$ cat src/rtl/alu181_nibble_seq.sv
// alu181_nibble_seq: runs a NIBBLES x 4-bit operation through one external
// 74181 slice, least significant nibble first. The carry between passes is
// held in a register instead of being rippled through chained slices.
//
// Optional feature: define ALU181_SEQ_ABORT_EN to add the abort input.
//
// Ports:
//   clk, rst_n        clock (rising edge), asynchronous active-low reset
//   start             request, accepted only when idle
//   op_a, op_b        W-bit operands (W = 4*NIBBLES)
//   op_sel, op_mode   74181 function select and mode (1 = logic)
//   op_cin            carry into nibble 0, 74181 pin polarity
//   abort             (optional) cancel a running operation
//   busy, done        status; done is a one-cycle completion pulse
//   result            assembled F, held until the next accepted start
//   carry_out, eq_all final slice carry and AND of every pass's eqAB
//   alu_a .. alu_cin  combinational drive to the slice
//   alu_f, alu_cout, alu_eq  slice outputs
module alu181_nibble_seq #(
   parameter int unsigned NIBBLES = 4
) (
   input  logic                 clk,
   input  logic                 rst_n,
   input  logic                 start,
   input  logic [4*NIBBLES-1:0] op_a,
   input  logic [4*NIBBLES-1:0] op_b,
   input  logic [3:0]           op_sel,
   input  logic                 op_mode,
   input  logic                 op_cin,
`ifdef ALU181_SEQ_ABORT_EN
   input  logic                 abort,
`endif
   output logic                 busy,
   output logic                 done,
   output logic [4*NIBBLES-1:0] result,
   output logic                 carry_out,
   output logic                 eq_all,
   output logic [3:0]           alu_a,
   output logic [3:0]           alu_b,
   output logic [3:0]           alu_sel,
   output logic                 alu_mode,
   output logic                 alu_cin,
   input  logic [3:0]           alu_f,
   input  logic                 alu_cout,
   input  logic                 alu_eq
);

   localparam int unsigned W    = 4 * NIBBLES;
   localparam int unsigned IDXW = $clog2(NIBBLES);

   typedef enum logic [1:0] {
      IDLE = 2'd0,
      RUN  = 2'd1,
      DONE = 2'd2
   } state_t;

   state_t            state_q, state_d;
   logic [IDXW-1:0]   idx_q, idx_d;
   logic [W-1:0]      a_l_q, a_l_d;
   logic [W-1:0]      b_l_q, b_l_d;
   logic [3:0]        sel_l_q, sel_l_d;
   logic              mode_l_q, mode_l_d;
   logic              cin_l_q, cin_l_d;
   logic              carry_q, carry_d;
   logic              eq_acc_q, eq_acc_d;
   logic [W-1:0]      result_q, result_d;
   logic              carry_out_q, carry_out_d;
   logic              eq_all_q, eq_all_d;
   logic              busy_q, busy_d;
   logic              done_q, done_d;

   // State and datapath registers
   always_ff @(posedge clk or negedge rst_n) begin
      if (!rst_n) begin
         state_q     <= IDLE;
         idx_q       <= '0;
         a_l_q       <= '0;
         b_l_q       <= '0;
         sel_l_q     <= '0;
         mode_l_q    <= 1'b0;
         cin_l_q     <= 1'b0;
         carry_q     <= 1'b0;
         eq_acc_q    <= 1'b1;
         result_q    <= '0;
         carry_out_q <= 1'b0;
         eq_all_q    <= 1'b0;
         busy_q      <= 1'b0;
         done_q      <= 1'b0;
      end else begin
         state_q     <= state_d;
         idx_q       <= idx_d;
         a_l_q       <= a_l_d;
         b_l_q       <= b_l_d;
         sel_l_q     <= sel_l_d;
         mode_l_q    <= mode_l_d;
         cin_l_q     <= cin_l_d;
         carry_q     <= carry_d;
         eq_acc_q    <= eq_acc_d;
         result_q    <= result_d;
         carry_out_q <= carry_out_d;
         eq_all_q    <= eq_all_d;
         busy_q      <= busy_d;
         done_q      <= done_d;
      end
   end

   // Next-state and datapath update
   always_comb begin
      state_d     = state_q;
      idx_d       = idx_q;
      a_l_d       = a_l_q;
      b_l_d       = b_l_q;
      sel_l_d     = sel_l_q;
      mode_l_d    = mode_l_q;
      cin_l_d     = cin_l_q;
      carry_d     = carry_q;
      eq_acc_d    = eq_acc_q;
      result_d    = result_q;
      carry_out_d = carry_out_q;
      eq_all_d    = eq_all_q;

      case (state_q)
         IDLE: begin
            if (start) begin
               a_l_d    = op_a;
               b_l_d    = op_b;
               sel_l_d  = op_sel;
               mode_l_d = op_mode;
               cin_l_d  = op_cin;
               idx_d    = '0;
               eq_acc_d = 1'b1;
               result_d = '0;
               state_d  = RUN;
            end
         end
         RUN: begin
            for (int unsigned i = 0; i < NIBBLES; i++) begin
               if (idx_q == IDXW'(i)) begin
                  result_d[4*i +: 4] = alu_f;
               end
            end
            carry_d  = alu_cout;
            eq_acc_d = eq_acc_q & alu_eq;
            if (idx_q == IDXW'(NIBBLES - 1)) begin
               state_d     = DONE;
               carry_out_d = alu_cout;
               eq_all_d    = eq_acc_q & alu_eq;
            end else begin
               idx_d = idx_q + IDXW'(1);
            end
         end
         DONE: begin
            state_d = IDLE;
            idx_d   = '0;
         end
         default: begin
            state_d = IDLE;
            idx_d   = '0;
         end
      endcase

`ifdef ALU181_SEQ_ABORT_EN
      // Abort overrides any progression once an operation is under way
      if (abort && (state_q != IDLE)) begin
         state_d     = IDLE;
         idx_d       = '0;
         result_d    = '0;
         carry_out_d = 1'b0;
         eq_all_d    = 1'b0;
      end
`endif

      busy_d = (state_d != IDLE);
      done_d = (state_d == DONE);
   end

   // Slice drive: the nibble selected by idx, carry from the previous pass
   always_comb begin
      alu_a = 4'h0;
      alu_b = 4'h0;
      for (int unsigned i = 0; i < NIBBLES; i++) begin
         if (idx_q == IDXW'(i)) begin
            alu_a = a_l_q[4*i +: 4];
            alu_b = b_l_q[4*i +: 4];
         end
      end
   end

   assign alu_sel   = sel_l_q;
   assign alu_mode  = mode_l_q;
   assign alu_cin   = (idx_q == '0) ? cin_l_q : carry_q;

   assign busy      = busy_q;
   assign done      = done_q;
   assign result    = result_q;
   assign carry_out = carry_out_q;
   assign eq_all    = eq_all_q;

endmodule
$ cat config.mk
export PLATFORM = sky130hd
export DESIGN_NAME = alu181_nibble_seq
export DESIGN_NICKNAME = d
export VERILOG_FILES = /design/src/rtl/alu181_nibble_seq.sv
export SDC_FILE = /design/constraint.sdc
export NUM_CORES = 1
export LEC_CHECK = 0
export ABC_AREA = 1
export BUFFER_PORTS_ARGS = -buffer_cell sky130_fd_sc_hd__clkbuf_2
export CAP_MARGIN = 20
export CORE_UTILIZATION = 52
export CTS_CLUSTER_SIZE = 14
export DETAILED_ROUTE_END_ITERATION = 10
export PLACE_DENSITY = 0.8
export SLEW_MARGIN = 20
export SYNTH_ARGS = -nofsm -noshare
export SYNTH_HDL_FRONTEND = slang
export SYNTH_SLANG_ARGS = --single-unit
$ cat constraint.sdc
create_clock -name clk -period 1.8 [get_ports clk]
set_input_delay 0.18 -clock clk [delete_from_list [all_inputs] [get_ports clk]]
set_output_delay 0.18 -clock clk [all_outputs]
set_load 0.01 [all_outputs]
Word-level counts from Yosys, hierarchy flattened
Cells that the tools add are included.
{ "totals": {"word_cells": 65, "regBits": 64, "input_bits": 47, "out_inout_bits": 34} }
{ "classes": {"reduce_logical": 12, "bitwise": 1, "muxes": 23, "n_addsub": 1, "n_eq_ne": 11} }
{ "ops": {"columns": ["operator", "count"], "rows": [
  ["$mux 4", 12],
  ["$pmux 16 s2", 1],
  ["$mux 16", 1],
  ["$ne 2x2->1 const B", 6],
  ["$reduce_and 3->1", 4],
  ["$mux 2", 4],
  ["$pmux 2 s2", 2],
  ["$reduce_and 2->1", 4],
  ["$eq 2x2->1 const B", 3],
  ["$eq 2x1->1 const B", 2],
  ["$logic_not 2->1", 2],
  ["$reduce_bool 2->1", 2],
  ["$add 2x1->2 const B", 1],
  ["$mux 1", 2],
  ["$pmux 1 s2", 1],
  ["$and 1x1->1", 1]
]} }

Depth between registers and ports, before layout
Gate-level depths: netlist of run 1.
{ "logic_depth": {"ltp_word": 5, "mapped_depth": 8} }

Least setup slack after synthesis of run 1
OpenSTA, ideal clock, no wires.
{ "synth_path": {"kind": "register -> output", "from": "reg idx_q[1]", "to": "out alu_a[0]", "t_required_ps": 1620, "path_slack_ps": 307, "stages_incl_launch_ff": 9, "path_buffers": 1, "arrival_time_ps": 1313, "path_cell_list": "dfrtp_1 inv_1 ha_1 buf_2 nor2_1 nand2_1 nand2_1 nand2_1 nand2_1"} }
{ "synth_between": {"elab_chain_len": 5, "elab_cells_between_ends": 8} }
{ "synth_lines": {"columns": ["item", "line_no", "text"], "rows": [
  ["from (decl)", "58", "logic [IDXW-1:0] idx_q, idx_d;"],
  ["from (signal assigned)", "91", "idx_q <= idx_d;"],
  ["$logic_not 2->1", "182", "if (idx_q == IDXW'(i)) begin"],
  ["$mux 4 (3 in series)", "182", null],
  ["$mux 4 (*)", "182", null],
  ["to (decl)", "38", "output logic [3:0] alu_a,"]
]} }
Every way passes the cells marked *; elsewhere a longest branch is shown, timed or not.

Worst setup path in the final report of run 1
{ "layout_path": {"from": "reg idx_q[1]", "to": "out alu_b[0]"} }
{ "layout_between": {"elab_chain_len": 5, "elab_cells_between_ends": 8} }
{ "layout_lines": {"columns": ["item", "line_no", "text"], "rows": [
  ["$logic_not 2->1", "182", null],
  ["$mux 4 (3 in series)", "182", null],
  ["$mux 4 (*)", "182", null],
  ["to (decl)", "39", "output logic [3:0] alu_b,"]
]} }
Marks and branches as above.

==> flow_summary_export.csv, run 1 <==
group,metric,value,unit
logic_synthesis,synthCells,374,
logic_synthesis,ys_types,15,
final_layout,final_core_util,0.722,
worst_setup_path,cp_max_fo,8,
logic_synthesis,synth_fp_nets,425,
worst_setup_path,start_kind,"flip-flop",
worst_setup_path,reg2reg_slack,0.25,ns
die,die-area,5940,um2
sta,skew,0.00418,ns
clocking,tritoncts,"done",
final_layout,n_fill_cell,430,
route,vias,2709,
clocking,clock-sinks,64,
power,internal_power,0.00427,W
worst_setup_path,cpMaxStageDelayCell,"dfrtp_1",
worst_setup_path,regToRegStartpoint,"idx_q[0]$_DFFE_PN0P_",
min_path,hold-path-cell-count,3,
logic_synthesis,ys_seq_area_frac,0.547,
sta,max-slew-margin-rel,0.744,
route,wire_per_inst,13.4,um
min_path,hold_end,"a_l_q[2]$_DFFE_PN0P_",
final_layout,fin_nets,514,
min_path,hold_class,"input pin to flip-flop",
worst_setup_path,critPathRequiredTime,1.62,ns
run,maxCapViolations,0,
logic_synthesis,ys_ff_latch,64,
clocking,clockRootBuffer,"clkbuf_8",
run_status,status,"finished, violations left",
grt,antenna_found_initial,0,
worst_setup_path,rr_endpoint,"result[15]$_DFFE_PN0P_",
power,p_sw_frac,0.408,
placement,gp_congestion,0.812,
power,peakVddDrop,1.13,mV
die,die_w,77.1,um
logic_synthesis,yosys_warnings,0,
logic_synthesis,synthesis.area,2930,um2
clocking,numCtsBuffers,9,
power,p_switching,0.00294,W
worst_setup_path,critPathCaptureType,"output port",
power,p_leak,2.21,nW
worst_setup_path,rr_worst_depth,6,
sta,final.period_utilization,1.06,
sta,min_period,1.91,ns
clocking,clockBufferDepth,2,
clocking,cts.reportedPaths.clkPinSlew,0.07,ns
power,power,0.00722,W
sta,hold_viol_final,0,
final_layout,diodes,0,
sta,rsz0062_at_grt,"yes",
sta,finalSetupViolations,8,
route,vias_per_cell,5.04,
worst_setup_path,worst-setup-path-type,"flip-flop to output port",
grt,track_usage,0.259,
worst_setup_path,crit_top_cell,"nand2_1",
power,clkPwrFrac,0.199,
power,power.density,1900,nW/um2
final_layout,final_common_cell,"nand2_1",
route,wirelength,7.24,mm
sta,timing.hold.ws,0.0576,ns
grt,grt_max_degree,65,
route,drcViolationCount,0,
die,initial_utilization,0.556,
grt,globalRouteOverflowTotal,0,
clocking,clock_latency,0.34,ns
final_layout,area_growth,29.8,%
run_status,violations,"negative setup slack",
logic_synthesis,postSynthAreaPerCell,7.84,um2
die,rows,26,
die,die_height,77.1,um
min_path,worstHoldStart,"op_a[2]",
clocking,htreeDepth,3,
route,ant_nets,0,
sta,max_clock_freq,0.525,GHz
placement,port_buffers,80,
grt,grt_pass1_wl,11.9,mm
sta,setup_ws,-0.107,ns
final_layout,layout_common_cells,"nand2_1, clkbuf_2, dfrtp_1",
placement,dp_slack,0.0452,ns
worst_setup_path,path_cells,"buf_4 > ha_2 > buf_6 > a21oi_1 > nand2_1 > nand2_1 > nand2_1 > buf_2",
route,drtIter0Drc,139,
sta,drv_slew,0,
sta,tightest_slew,0.380,ns
die,core_area,5270,um2
power,seqPwrFrac,0.350,
worst_setup_path,arrival,1.73,ns
placement,place_hpwl,4.72,mm
route,drtPass1Iterations,6,
worst_setup_path,max_stage_delay,0.41,ns
power,combPwrFrac,0.451,
final_layout,drive_gt1_frac,0.293,
die,pin_count,81,
grt,grt_pass1_vias,2585,
[worst max-delay path, delay by kind of cell (launching register included)]
family / cells / cell delay, ns
AO/OA/AOI/OAI: 1 / 0.15
adder cells (fa/ha/maj): 1 / 0.19
buffers and inverters: 3 / 0.43
flip-flops: 1 / 0.41
AND/OR/NAND/NOR: 3 / 0.20
[per-stage QoR]
stage | cells | setup TNS (ns) | area [um2]
6_report | 538 | -0.557 | 3800
4_1_cts | 536 | -0.562 | 3700
3_5_place_dp | 513 | 0 | 3370
2_1_floorplan | 374 | 0 | 2930
3_3_place_gp | 513 | 0 | 3370
5_1_grt | 538 | -1.04 | 3800
[routing by layer]
layer | vias up | global-route usage | wire (um)
li1 | 1335 | - | -
met5 | - | 0 | 0
met4 | 0 | 0.130 | 191
met3 | 15 | 0.0440 | 408
met1 | 1257 | 0.331 | 3110
met2 | 102 | 0.426 | 3530
[layout make-up]
type                    instances  area (um2)  area share
clock buffers                  14         173      0.0454
clock inverters                 2        60.1      0.0158
inverters                      17        71.3      0.0188
multi-input cells             274        1250       0.328
flip-flops and latches         64        1600       0.422
well taps                      70        87.6      0.0230
repair buffers                 97         561       0.147
[cell families after synthesis]
logic type	count (synthesis)	share of synthesized area
fa+ha+maj	4	0.0171
flops	64	0.547
buf+inv	36	0.0623
simple gates	253	0.345
compound gates	17	0.0290
[power by group through the flow]
stage | logic, W | clock network (W) | registers, W
after global routing | 0.00365 | 0.00150 | 0.00260
after CTS | 0.00299 | 0.00144 | 0.00249
after floorplan | 0.00181 | 0 | 0.00250
after global placement | 0.00268 | 0 | 0.00247
final | 0.00325 | 0.00144 | 0.00253
after detailed placement | 0.00278 | 0 | 0.00249
[cells in the mapped netlist]
cell type / count / area [um2]
ha_1: 4 / 50.1
a21oi_1: 11 / 55.1
clkbuf_1: 1 / 3.75
buf_4: 5 / 37.5
buf_6: 2 / 22.5
o21ai_0: 6 / 30.0
inv_2: 1 / 3.75
dfrtp_1: 63 / 1580
nor2_4: 1 / 11.3
dfstp_2: 1 / 26.3
inv_1: 16 / 60.1
nand2_1: 186 / 698
nand3_1: 42 / 210
buf_2: 11 / 55.1
nor2_1: 24 / 90.1
[worst max path at each step]
stage | start | endpoint | slack (ns) | cells after the start
final | idx_q[1]$_DFFE_PN0P_ | alu_b[0] | -0.11 | 8
after global routing | idx_q[1]$_DFFE_PN0P_ | alu_b[0] | -0.14 | 8
after CTS | idx_q[0]$_DFFE_PN0P_ | alu_a[2] | -0.1 | 10
after detailed placement | idx_q[0]$_DFFE_PN0P_ | result[15]$_DFFE_PN0P_ | 0.05 | 5
after global placement | idx_q[0]$_DFFE_PN0P_ | result[14]$_DFFE_PN0P_ | 0.11 | 5
after floorplan | idx_q[1]$_DFFE_PN0P_ | alu_a[0] | 0.31 | 8
[flip-flops by register name (all words and copies together), names as in the netlist]
register and flops:
state_q 2, a_l_q 16, result 16, busy 1
eq_acc_q 1, cin_l_q 1, idx_q 2, carry_out 1
alu_mode 1, b_l_q 16, alu_sel 4, carry_q 1
done 1, eq_all 1
[repair_timing]
item                                   CTS  global route
gates resized for setup                 14            31
endpoints found under the hold margin   63             0
pin swaps                                5             6
setup endpoints to repair                8             9
hold buffers                             1             0
setup buffers                            6             2
No activity file was read; power rests on OpenSTA's default activity.
==> inputs of run 2 (changes only) <==
==> constraint.sdc (replaced) <==
create_clock -name clk -period 1.8 [get_ports clk]
set_input_delay 0.18 -clock clk [delete_from_list [all_inputs] [get_ports clk]]
set_output_delay 0.18 -clock clk [all_outputs]
set_load 0.005 [all_outputs]
==> run 2 against run 1 <==
Effect of this change:
- the run still ends with negative setup slack left
- final area decreased by 1.5%
- register-to-register slack got worse by 0.02 ns
- hold slack improved by 0.012 ns
- non-clock buffer count increased by 2
- total power decreased by 6.7%
- maximum frequency increased by 2.6%
- final cell count unchanged
- routed wire length decreased by 0.66%
- utilization decreased by 1.1 points
- sequential share of layout area increased by 0.63 points
- setup slack improved by 0.048 ns
- critical endpoint is now alu_a[1]
==> flow_summary_export.csv, run 2 (synthesis gave the netlist of run 1 again) <==
group,metric,value,unit
clocking,tritoncts,"done",
worst_setup_path,cpMaxStageDelayCell,"dfrtp_2",
die,die_height,77.1,um
worst_setup_path,max_stage_delay,0.44,ns
route,ant_nets,0,
run_status,violations,"negative setup slack",
sta,max_clock_freq,0.538,GHz
grt,grt_pass1_wl,11.8,mm
die,rows,26,
clocking,cts.reportedPaths.clkPinSlew,0.07,ns
route,wl_met3,421,um
worst_setup_path,worst-setup-path-type,"flip-flop to output port",
power,peakVddDrop,0.887,mV
worst_setup_path,rr_endpoint,"result[12]$_DFFE_PN0P_",
sta,hold_viol_final,0,
sta,tightest_slew,0.360,ns
run_status,status,"finished, violations left",
sta,finalSetupViolations,7,
worst_setup_path,crit_top_cell,"nand2_1",
final_layout,fin_nets,516,
grt,track_usage,0.258,
placement,place_hpwl,4.72,mm
worst_setup_path,rr_worst_depth,6,
worst_setup_path,critPathCaptureType,"output port",
worst_setup_path,startpoint,"idx_q[0]$_DFFE_PN0P_",
sta,setup_ws,-0.0590,ns
die,core_area,5270,um2
sta,drv_slew,0,
final_layout,drive_gt1_frac,0.295,
sta,min_period,1.86,ns
route,drtPass1Iterations,4,
placement,dp.cells,513,
min_path,hold_class,"input pin to flip-flop",
worst_setup_path,endpoint,"alu_a[1]",
worst_setup_path,reg2reg_slack,0.23,ns
final_layout,area_growth,27.8,%
route,vias_per_cell,5.10,
grt,grt_max_degree,65,
worst_setup_path,critPathRequiredTime,1.62,ns
grt,globalRouteOverflowTotal,0,
worst_setup_path,arrival,1.68,ns
sta,final.period_utilization,1.03,
worst_setup_path,start_kind,"flip-flop",
placement,port_buffers,80,
grt,grt_pass1_vias,2573,
sta,skew,0.00310,ns
power,power.density,1800,nW/um2
route,met2_length,3.60,mm
die,pin_count,81,
route,drtIter0Drc,181,
sta,rsz0062_at_grt,"yes",
route,vias,2745,
power,p_leak,2.17,nW
sta,max-slew-margin-rel,0.757,
route,routed.top_layer,"met4",
die,initial_utilization,0.556,
run,maxCapViolations,0,
route,wirelength,7.19,mm
route,drcViolationCount,0,
worst_setup_path,path_cells,"inv_4 > ha_2 > buf_6 > a21oi_1 > nand2_2 > nand2_1 > nand2_1 > clkbuf_2",
final_layout,final_common_cell,"nand2_1",
clocking,clockBufferDepth,2,
final_layout,layout_common_cells,"nand2_1, clkbuf_2, dfrtp_1",
die,die-area,5940,um2
worst_setup_path,regToRegStartpoint,"idx_q[0]$_DFFE_PN0P_",
grt,antenna_found_initial,0,
final_layout,instances_no_fill,538,
clocking,clock_latency,0.33,ns
route,wire_per_inst,13.4,um
placement,dp_slack,0.0543,ns
clocking,numCtsBuffers,9,
clocking,htreeDepth,3,
die,die_w,77.1,um
clocking,clockRootBuffer,"clkbuf_8",
clocking,clock-sinks,64,
placement,gp_congestion,0.805,
route,drt-met1-wl,3.07,mm
final_layout,diodes,0,
worst_setup_path,cp_max_fo,8,
min_path,hold-path-cell-count,3,
==> run 2: cell count changes in the layout (fill, tap and decap cells not counted), sizes merged <==
cell | previous run | this run
buf | 25 | 22
clkbuf | 85 | 90
bufinv | 2 | 0
==> run 2: worst min-delay path by stage <==
stage / start / to / slack (ns)
6_report: op_b[2] / b_l_q[2]$_DFFE_PN0P_ / 0.07
2_1_floorplan: rst_n / a_l_q[0]$_DFFE_PN0P_ / -0.12
5_1_grt: op_a[1] / a_l_q[1]$_DFFE_PN0P_ / 0.07
3_3_place_gp: rst_n / busy$_DFF_PN0_ / 0.22
3_5_place_dp: rst_n / eq_all$_DFFE_PN0P_ / 0.22
4_1_cts: op_mode / alu_mode$_DFFE_PN0P_ / 0.07
==> run 2: area by class of cell <==
class | instances | area (um2)
repair buffers | 99 | 572
flip-flops and latches | 64 | 1600
well taps | 70 | 87.6
multi-input cells | 274 | 1240
clock buffers | 14 | 173
inverters | 17 | 71.3
fillers | 435 | 1520
==> run 2: layer usage <==
metal | vias to the layer above | GRT usage
met4 | 0 | 0.0981
li1 | 1340 | -
met2 | 96 | 0.423
met3 | 9 | 0.0536
met5 | - | 0
met1 | 1300 | 0.337
==> run 2: what timing repair did <==
item / 4_1_cts / 5_1_grt
endpoints found under the hold margin: 63 / 0
pin swaps: 3 / 6
cloned: 0 / 0
setup endpoints to repair: 9 / 11
hold buffers: 1 / 0
gates resized for setup: 14 / 24
buffers inserted: 5 / 5
==> run 2: power breakdown <==
group | internal, W | switching [W]
sequential | 0.00210 | 0.000423
clock | 0.000600 | 0.000511
combinational | 0.00129 | 0.00181
==> run 2: critical path, delay by kind of cell (launching register included) <==
family	cells	cell delay [ns]
flip-flops	1	0.44
buffers and inverters	3	0.33
adder cells (fa/ha/maj)	1	0.21
AND/OR/NAND/NOR	3	0.20
AO/OA/AOI/OAI	1	0.16
==> run 2: through the flow <==
stage	hold WS, ns	util	total power (W)	instance area, um2	setup TNS, ns
6_report	0.0696	0.711	0.00673	3750	-0.212
5_1_grt	0.0710	0.711	0.00729	3750	-0.898
4_1_cts	0.0666	0.690	0.00642	3640	-0.134
3_5_place_dp	0.218	0.640	0.00511	3370	0
3_3_place_gp	0.217	0.640	0.00499	3370	0
2_1_floorplan	-0.116	-	0.00415	2930	0
